### config.mk
export PLATFORM = sky130hd
export DESIGN_NAME = dcr
export DESIGN_NICKNAME = d
export VERILOG_FILES = /design/src/rtl/dcr.sv
export SDC_FILE = /design/constraint.sdc
export NUM_CORES = 1
export LEC_CHECK = 0
export BUFFER_PORTS_ARGS = -buffer_cell sky130_fd_sc_hd__buf_4
export CAP_MARGIN = 10
export CORE_AREA = 2 2 39 41
export CTS_CLUSTER_DIAMETER = 60
export CTS_CLUSTER_SIZE = 30
export DETAILED_ROUTE_END_ITERATION = 8
export DIE_AREA = 0 0 41 43
export SYNTH_ARGS = -nofsm -noshare
export SYNTH_HDL_FRONTEND = slang
export SYNTH_SLANG_ARGS = --single-unit
### constraint.sdc
create_clock -name clk -period 1.54 [get_ports clk]
set_input_delay 0.154 -clock clk [delete_from_list [all_inputs] [get_ports clk]]
set_output_delay 0.154 -clock clk [all_outputs]
set_load 0.005 [all_outputs]
### src/rtl/dcr.sv
// Device control register: a single DATA_WIDTH-bit register whose contents tell
// the GPU how many threads to launch. It loads on a write strobe and holds otherwise.
module dcr #(
    parameter int                    DATA_WIDTH  = 8,
    parameter logic [DATA_WIDTH-1:0] RESET_VALUE = '0
) (
    input  logic                  clk,
    input  logic                  reset,
    input  logic                  device_control_write_enable,
    input  logic [DATA_WIDTH-1:0] device_control_data,
    output logic [DATA_WIDTH-1:0] thread_count
);

    logic [DATA_WIDTH-1:0] dcr_reg;
    logic [DATA_WIDTH-1:0] dcr_next;

    always_comb begin
        dcr_next = dcr_reg;
        if (device_control_write_enable) begin
            dcr_next = device_control_data;
        end
    end

    // Reset wins over a same-cycle write; that write is dropped, not deferred.
    generate
        for (genvar gi = 0; gi < DATA_WIDTH; gi++) begin : g_dcr_bit
            always_ff @(posedge clk) begin
                if (reset) begin
                    dcr_reg[gi] <= RESET_VALUE[gi];
                end else begin
                    dcr_reg[gi] <= dcr_next[gi];
                end
            end
        end
    endgenerate

    assign thread_count = dcr_reg;

endmodule

Yosys cells after proc, flatten, opt, wreduce, memory -nomap -nowiden
Index checks and enable logic that the tools add are counted.
{"block": "totals", "ff_bits": 8, "output_inout_bits": 8}

Depth between registers and ports, before layout
Gate-level depths: netlist (run 1).
{"block": "depth", "depth_word": 0, "ltp_mapped": 3}

Worst setup path before layout (run 1)
Ideal clock, no wire load.
{"block": "synth_path", "kind": "input port to flip-flop", "start": "in device_control_write_enable", "end": "reg dcr_reg[0], in the netlist thread_count[0]", "arrival_ps": 488, "required_time_ps": 1416, "path_slack_ps": 928, "cell_stages": 3, "path_buffers": 1, "path_cell_list": "buf_6 mux2i_1 nor2_1"}
{"item": "start: declaration", "line": "9", "text": "input logic device_control_write_enable,"}
{"item": "end signal: indexed assignment", "line": "29", "text": "dcr_reg[gi] <= RESET_VALUE[gi];"}
{"item": "end signal: indexed assignment", "line": "31", "text": "dcr_reg[gi] <= dcr_next[gi];"}
{"item": "end: declaration", "line": "14", "text": "logic [DATA_WIDTH-1:0] dcr_reg;"}

Worst setup path in the final report (run 1)
{"block": "layout_path", "start": "reg dcr_reg[6], in the netlist thread_count[6]", "end": "out thread_count[6]"}
{"item": "end: declaration", "line": "11", "text": "output logic [DATA_WIDTH-1:0] thread_count"}
No word-level cell between the ends.

==> impl_results.md, run 1 <==
- Initial antenna violation count: 0
- Dpl ws: 0.849 ns
- Switching power: between 0.09 and 0.1 mW
- Commonest non-fill, non-tap cell in the layout: buf_4
- Post-Syn Area: 285 µm²
- Initial detailed-routing violation count: 3
- Logic pwr share: 14.3%
- Antenna-violating nets left: 0
- Warnings from Yosys: 0
- Post-route insts no fill: 61
- Sequential share of power: 50.3%
- Clk root buf: clkbuf_4
- Htree depth: 1
- Clock transition at the registers of the reported paths: 0.05 ns
- Wire per inst: 9.59 µm
- Max-slew headroom at the worst pin: 91.7%
- Clock Power Share: 35.4%
- Drt drc: 0
- Latest clock arrival within the worst-skew pair: between 0.2 and 0.3 ns
- CP max-delay cell: dfxtp_1
- DR vias: 240
- Vias per cell: slightly below 4
- Vias in the first global route: roughly 210
- Outcome: finished, final reports clean
- #FFs+latches synth: 8
- Setup TNS after final layout: 0 ns
- TritonCTS clock tree: yes
- Die footprint: between 0.0015 and 0.002 mm²
- Cell Int Power: 0.351 mW
- CP Buf/Inv Count: 1
- Crit path DAT: 0.70 ns
- Register area share after synthesis: 56.1%
- Mapped Avg Cell Area: 11.0 µm²
- Worst Max-Slew Pin Slew: 0.122 ns
- WL final: 585 µm
- PortBufs: 18
- Maximum fanout along the worst path: 2
- Clk buf depth: 2
- Sink Count: 8
- Pin count of the biggest net entering global routing: 9
- CP Launch Type: flip-flop
- Final Util: 32.4%
- Die Width: 41 µm
- Slew Limit Fails: 0
- Peak VDD IR: 0.371 mV
- Io pins: 19
- Switching share of power: 21.8%
- Proportion of layout cells with a drive suffix above 1: 46.7%
- Placed cells: 58
- Hold/Removal Path Class: in2reg
- Mapped Cells: 26
- Critical-path cell list: buf_4
- F_max: between 1000 and 1500 MHz
- First-pass GRT wire length: 869 µm
- Hold_buf cts: 0
- Crit. End Element: output port
- Starting Density: 20.6%
- Skew final: 0 ns
- Crit path max-delay family: flip-flops
- RSZ-0062 raised after global routing: false
- # nets final: 58
- Die Ht: roughly 43 µm
- # Post-CTS Setup Buffers: 0
- Grt ovf: 0
- Tmin final: around 0.85 ns
- Final worst slack: between 0.6 and 0.7 ns
- Layout overhead on the synthesized area: 57.0%
- CTS Buf Count: 3
- Most frequent cells in the layout: buf_4 (18), mux2i_1 (8), nor2_1 (8), dfxtp_1 (8), clkbuf_4 (3)
- Setup CP Type: reg2out
- Synth Net Count: 37
- Worst endpoint required time: ~1.4 ns
- Gpl congestion: roughly 0.52
- First-pass DRT Iterations: 2
- Gr usage total: around 8.8%
- # fillers: 148
- Leak pwr: 0.232 nW
- PwrDens: 1000 mW/mm²
- Antenna cells: 0
- Worst stage delay on the critical path: about 0.33 ns
- Cts repair resizes: 0
- Final setup vio count: 0
- Period utilisation layout: a little under three fifths
- Core ar.: approximately 0.0014 mm²
- Final Hold Fails: 0
- Number of placement rows: 14
- Netlist cell types: 5
- Number of max-cap violations: 0
- Max reg flops: 8
==> layout make-up <==
| cell class | instances | area (µm²) | share of cell area (%) |
|---|---|---|---|
| multi-input combinational | 16 | 110 | 24.6 |
| clock buffer | 3 | 22.5 | 5.03 |
| sequential | 8 | 160 | 35.8 |
| tap | 16 | 20.0 | 4.47 |
| timing repair buffer | 18 | 135 | 30.2 |
==> synthesized netlist by cell type <==
| cell type | count | area share (%) |
|---|---|---|
| mux2i_1 | 8 | 28 |
| buf_6 | 1 | 3.9 |
| buf_1 | 1 | 1.3 |
| nor2_1 | 8 | 11 |
| dfxtp_1 | 8 | 56 |
==> routing by layer <==
layer | GRT usage (%) | part of all wire (%) | wire (µm) | vias up
li1 | - | - | - | 123
met1 | 7.84 | 39 | 226 | 98
met2 | 10.3 | 44 | 255 | 14
met3 | 9.42 | 14 | 82 | 5
met4 | 8.00 | 3.8 | 22 | 0
met5 | 0 | 0 | 0 | -
==> final timing paths <==
check	cells past startpoint	slack [ns]	end	start
worst max-delay path	1	0.69	thread_count[6]	thread_count[6]
worst min-delay path	2	0.12	thread_count[4]	reset
worst max register to register	2	0.96	thread_count[6]	thread_count[6]
worst min register to register	2	0.49	thread_count[0]	thread_count[0]
==> metrics by stage <==
step | instance area, µm² | total power [mW] | hold WS (ns)
finish | 448 | 0.449 | 0.122
detailed placement | 425 | 0.295 | 0.392
global placement | 425 | 0.295 | 0.388
global route | 448 | 0.485 | 0.116
CTS | 448 | 0.457 | 0.120
floorplan | 285 | 0.257 | 0.301
==> cell families (layout without fill, tap and decap cells) <==
| kind of cell | after synthesis | count (layout) | share of synthesized area (%) |
|---|---|---|---|
| buffers and inverters | 2 | 21 | 5.26 |
| flip-flops | 8 | 8 | 56.1 |
| multiplexers | 8 | 8 | 28.1 |
| AND/OR/NAND/NOR | 8 | 8 | 10.5 |
==> power groups by stage <==
stage               logic [mW]  clock network [mW]  registers (mW)
floorplan               0.0263                   0           0.231
global placement        0.0651                   0           0.230
detailed placement      0.0654                   0           0.230
CTS                     0.0656               0.166           0.226
global route            0.0699               0.189           0.226
finish                  0.0641               0.159           0.226
(Power assumes the default switching activity.)
==> run 2, diff against run 1 <==
==> constraint.sdc (replaced) <==
create_clock -name clk -period 0.8 [get_ports clk]
set_input_delay 0.08 -clock clk [delete_from_list [all_inputs] [get_ports clk]]
set_output_delay 0.08 -clock clk [all_outputs]
set_load 0.005 [all_outputs]
==> impl_results.md, run 2 (synthesis gave the netlist of run 1 again) <==
- Die Ht: 43 µm
- Wire per inst: just under 10 µm
- Gr usage total: slightly below 9%
- Initial antenna violation count: 0
- Worst Max-Slew Pin Slew: approximately 0.12 ns
- Worst r2r src: thread_count[6]
- Number of placement rows: 14
- Switching power: 0.191 mW
- Initial detailed-routing violation count: 1
- Post-route cell area: ~500 µm²
- Core ar.: 0.00138 mm²
- Max reg flops: 8
- Worst Reg2Reg Path Length in Cells: 2
- Number of max-cap violations: 0
- Slew Limit Fails: 0
- Peak VDD IR: 1.20 mV
- RSZ-0062 raised after global routing: true
- Grt ovf: 0
- Clk root buf: clkbuf_4
- Most frequent cells in the layout: buf_4 (10), mux2i_1 (8), nor2_1 (8), buf_6 (8), dfxtp_2 (8)
- Worst endpoint required time: 0.72 ns
- Tot Pwr: between 0.8 and 0.9 mW
- Htree depth: 1
- Pin count of the biggest net entering global routing: 9
- Latest clock arrival within the worst-skew pair: 0.25 ns
- Final Hold Fails: 0
- Crit. End Element: output port
- PwrDens: 1810 mW/mm²
- Sink Count: 8
- Sequential share of power: ~50%
- Skew final: 0 ns
- # Post-CTS Setup Buffers: 0
- R2R Setup Slk: 0.20 ns
- Reg-to-reg endpoint: thread_count[6]
- Starting Density: about a fifth
- Proportion of layout cells with a drive suffix above 1: 64.4%
- Gpl congestion: 0.521
- Period utilisation layout: ~95%
- Setup TNS after final layout: 0 ns
- First-pass GRT wire length: 869 µm
- Maximum fanout along the worst path: 2
- Critical-path cell list: buf_6
- WL final: 587 µm
- CP Buf/Inv Count: 1
- Logic pwr share: 15.6%
- Die Width: a little over 40 µm
- Antenna cells: 0
- First-pass DRT Iterations: 2
- Hold path start: reset
- DR vias: around 240
- Commonest non-fill, non-tap cell in the layout: buf_4
- # fillers: 140
- Tmin final: 0.758 ns
- Hold EP: thread_count[5]
- CP max-delay cell: dfxtp_2
- DP Area: 425 µm²
- TritonCTS clock tree: yes
- Antenna-violating nets left: 0
- CTS Buf Count: 3
- Vias in the first global route: ~220
- Worst stage delay on the critical path: 0.32 ns
- Drt drc: 0
- Clk buf depth: 2
- CP Launch Type: flip-flop
- Cell Int Power: 0.694 mW
- PortBufs: 18
- Final setup vio count: 0
- Layout overhead on the synthesized area: 71.1%
- Switching share of power: 21.6%
- Crit path DAT: 0.68 ns
- Setup CP Type: reg2out
- Max-slew headroom at the worst pin: 91.5%
- Vias per cell: 3.89
- Leak pwr: 0.241 nW
- F_max: 1320 MHz
- Clock Power Share: 34.3%
- Io pins: 19
- WHS Path Cells: 2
- Crit path max-delay family: flip-flops
- Outcome: finished, final reports clean
- Hold/Removal Path Class: in2reg
- # nets final: 58
- Clock transition at the registers of the reported paths: approximately 0.050 ns
- Die footprint: about 0.0018 mm²
run 2: cell counts in the layout (fill, tap and decap cells not counted):
No cell type changed its count.
run 2: power by group through the flow:
stage / clock (mW) / combinational, mW / sequential (mW)
2_1_floorplan: 0 / 0.0507 / 0.444
3_3_place_gp: 0 / 0.125 / 0.442
3_5_place_dp: 0 / 0.126 / 0.443
4_1_cts: 0.316 / 0.127 / 0.434
5_1_grt: 0.362 / 0.149 / 0.445
6_report: 0.303 / 0.138 / 0.443
run 2: stage by stage:
stage	hold slack, ns	utilization [%]	setup slack [ns]	instances
2_1_floorplan	0.227	-	0.226	26
3_3_place_gp	0.314	30.7	0.192	58
3_5_place_dp	0.318	30.7	0.183	58
4_1_cts	0.0485	32.4	0.0151	61
5_1_grt	0.0347	35.3	0.000360	61
6_report	0.0421	35.3	0.0420	61
run 2: final cells by class:
class,instances,area [µm²],area share [%]
multi-input cells,16,110,22.6
well taps,16,20.0,4.10
clock buffers,3,22.5,4.62
repair buffers,18,165,33.8
flip-flops and latches,8,170,34.9
run 2: repair_timing:
item                       in CTS  in global routing
setup endpoints to repair       0                  8
hold endpoints to repair        0                  0
gates resized for setup         0                 16
hold buffers                    0                  0
run 2: worst max path at each step:
stage | to | cells past startpoint | start | slack, ns
global placement | thread_count[4] | 3 | device_control_write_enable | 0.19
CTS | thread_count[6] | 1 | thread_count[6] | 0.02
detailed placement | thread_count[6] | 3 | device_control_write_enable | 0.18
global route | thread_count[1] | 1 | thread_count[1] | 0.0004
floorplan | thread_count[0] | 2 | thread_count[0] | 0.23
finish | thread_count[6] | 1 | thread_count[6] | 0.04
run 2: per-layer routing:
layer  up-vias  track usage (%)  wire (µm)
met5         -                0          0
met4         0             8.00         19
met3         5             9.42         84
met2        14             10.3        253
met1        95             7.84        230
li1        123                -          -
==> run 3, diff against run 2 <==
--- a/config.mk
+++ b/config.mk
@@ -12,6 +12,8 @@
 export CTS_CLUSTER_SIZE = 30
 export DETAILED_ROUTE_END_ITERATION = 8
 export DIE_AREA = 0 0 41 43
+export SETUP_SLACK_MARGIN = 0.1
+export SLEW_MARGIN = 20
 export SYNTH_ARGS = -nofsm -noshare
 export SYNTH_HDL_FRONTEND = slang
 export SYNTH_SLANG_ARGS = --single-unit
==> impl_results.md, run 3 (synthesis gave the netlist of run 1 again) <==
- Met2 wire len: ~260 µm
- Max reg flops: 8
- Antenna-violating nets left: 0
- Tot Pwr: around 0.88 mW
- Gr usage total: roughly 9%
- Tmin final: roughly 0.76 ns
- Die Width: between 40 and 50 µm
- Antenna cells: 0
- Clk root buf: clkbuf_4
- Hold_buf cts: 0
- CP Buf/Inv Count: 1
- R2R Setup Slk: about 0.2 ns
- Final Util: 35.3%
- Die footprint: 0.00176 mm²
- Number of placement rows: 14
- Vias per cell: 3.98
- Crit. End Element: output port
- Layout overhead on the synthesized area: 71.1%
- Peak VDD IR: 1.20 mV
- WL final: approximately 590 µm
- WHS Path Cells: 2
- Wire per inst: 9.59 µm
- Commonest non-fill, non-tap cell in the layout: buf_4
- Worst Max-Slew Pin Slew: roughly 0.12 ns
- Io pins: 19
- TritonCTS clock tree: yes
- Outcome: finished, final reports clean
- Number of max-cap violations: 0
- Die Ht: 43 µm
- Worst endpoint required time: 0.72 ns
- # nets final: 58
- Starting Density: 20.6%
- First-pass GRT wire length: 890 µm
- Final setup vio count: 0
- CP Launch Type: flip-flop
- Vias in the first global route: 222
- Maximum fanout along the worst path: 2
- Most frequent cells in the layout: buf_4 (10), mux2i_1 (8), nor2_1 (8), buf_6 (8), dfxtp_2 (8)
- Htree depth: 1
- DR vias: 243
- Proportion of layout cells with a drive suffix above 1: 64.4%
- Final Hold Fails: 0
- Core ar.: 0.00138 mm²
- Period utilisation layout: 94.8%
- Fin Hold WS: 0.0415 ns
- Hold/Removal Path Class: in2reg
- Leak pwr: 0.241 nW
- Clk buf depth: 2
- Setup TNS after final layout: 0 ns
- CTS Buf Count: 3
- Met3 routed WL: approximately 90 µm
- Hold path start: reset
- Initial detailed-routing violation count: 1
- Pin count of the biggest net entering global routing: 9
- F_max: approximately 1300 MHz
- Critical-path cell list: buf_6
- Reg-to-reg endpoint: thread_count[6]
- Worst r2r src: thread_count[6]
- Gpl congestion: ~0.52
- Worst stage delay on the critical path: 0.32 ns
- First-pass DRT Iterations: 4
- Hold EP: thread_count[5]
- DP Area: 425 µm²
- Clock transition at the registers of the reported paths: 0.05 ns
- Crit path max-delay family: flip-flops
- Stages on worst setup path: 1
- M1 wire length: 217 µm
- CP max-delay cell: dfxtp_2
- Post-route cell area: 488 µm²
- Skew final: 0 ns
- Latest clock arrival within the worst-skew pair: 0.25 ns
- Grt ovf: 0
- RSZ-0062 raised after global routing: true
- Max-slew headroom at the worst pin: 91.5%
- Crit path DAT: 0.68 ns
- Sink Count: 8
- Highest Signal Layer: met4
- Setup CP Type: reg2out
- Slew Limit Fails: 0
- Worst Reg2Reg Path Length in Cells: 2
- Drt drc: 0
- PortBufs: 18
- Initial antenna violation count: 0
- PwrDens: 1810 mW/mm²
[run 3: cell counts in the layout (fill, tap and decap cells not counted)]
No cell type changed its count.
[run 3: stage by stage]
step / instances / worst slack, ns
5_1_grt: 61 / 0.000349
6_report: 61 / 0.0414
3_3_place_gp: 58 / 0.192
2_1_floorplan: 26 / 0.226
4_1_cts: 61 / 0.0317
3_5_place_dp: 58 / 0.183
[run 3: worst max path at each step]
stage / to / slack [ns] / from
detailed placement: thread_count[6] / 0.18 / device_control_write_enable
finish: thread_count[6] / 0.04 / thread_count[6]
floorplan: thread_count[0] / 0.23 / thread_count[0]
CTS: thread_count[6] / 0.03 / thread_count[6]
global route: thread_count[1] / 0.0003 / thread_count[1]
global placement: thread_count[4] / 0.19 / device_control_write_enable
[run 3: cell type report]
cell class / count / area (µm²)
flip-flops and latches: 8 / 170
well taps: 16 / 20.0
repair buffers: 18 / 165
clock buffers: 3 / 22.5
multi-input cells: 16 / 110
fillers: 140 / 896
[run 3: repair_timing]
| action | CTS | global route |
|---|---|---|
| endpoints found under the setup margin | 8 | 8 |
| buffers inserted | 0 | 0 |
| pin swaps | 0 | 0 |
| gates resized for setup | 16 | 0 |
[run 3: layer usage]
layer / vias up / global-route usage (%)
li1: 123 / -
met1: 98 / 8.17
met2: 17 / 10.3
met3: 5 / 9.42
met4: 0 / 8.00
met5: - / 0
[run 3: where the power goes]
| group | leakage [nW] | internal, mW | total, mW | switching, mW |
|---|---|---|---|---|
| sequential | 0.0689 | 0.428 | 0.444 | 0.0155 |
| combinational | 0.159 | 0.0944 | 0.137 | 0.0430 |
| clock | 0.0138 | 0.171 | 0.304 | 0.133 |
| total | 0.241 | 0.694 | 0.885 | 0.191 |
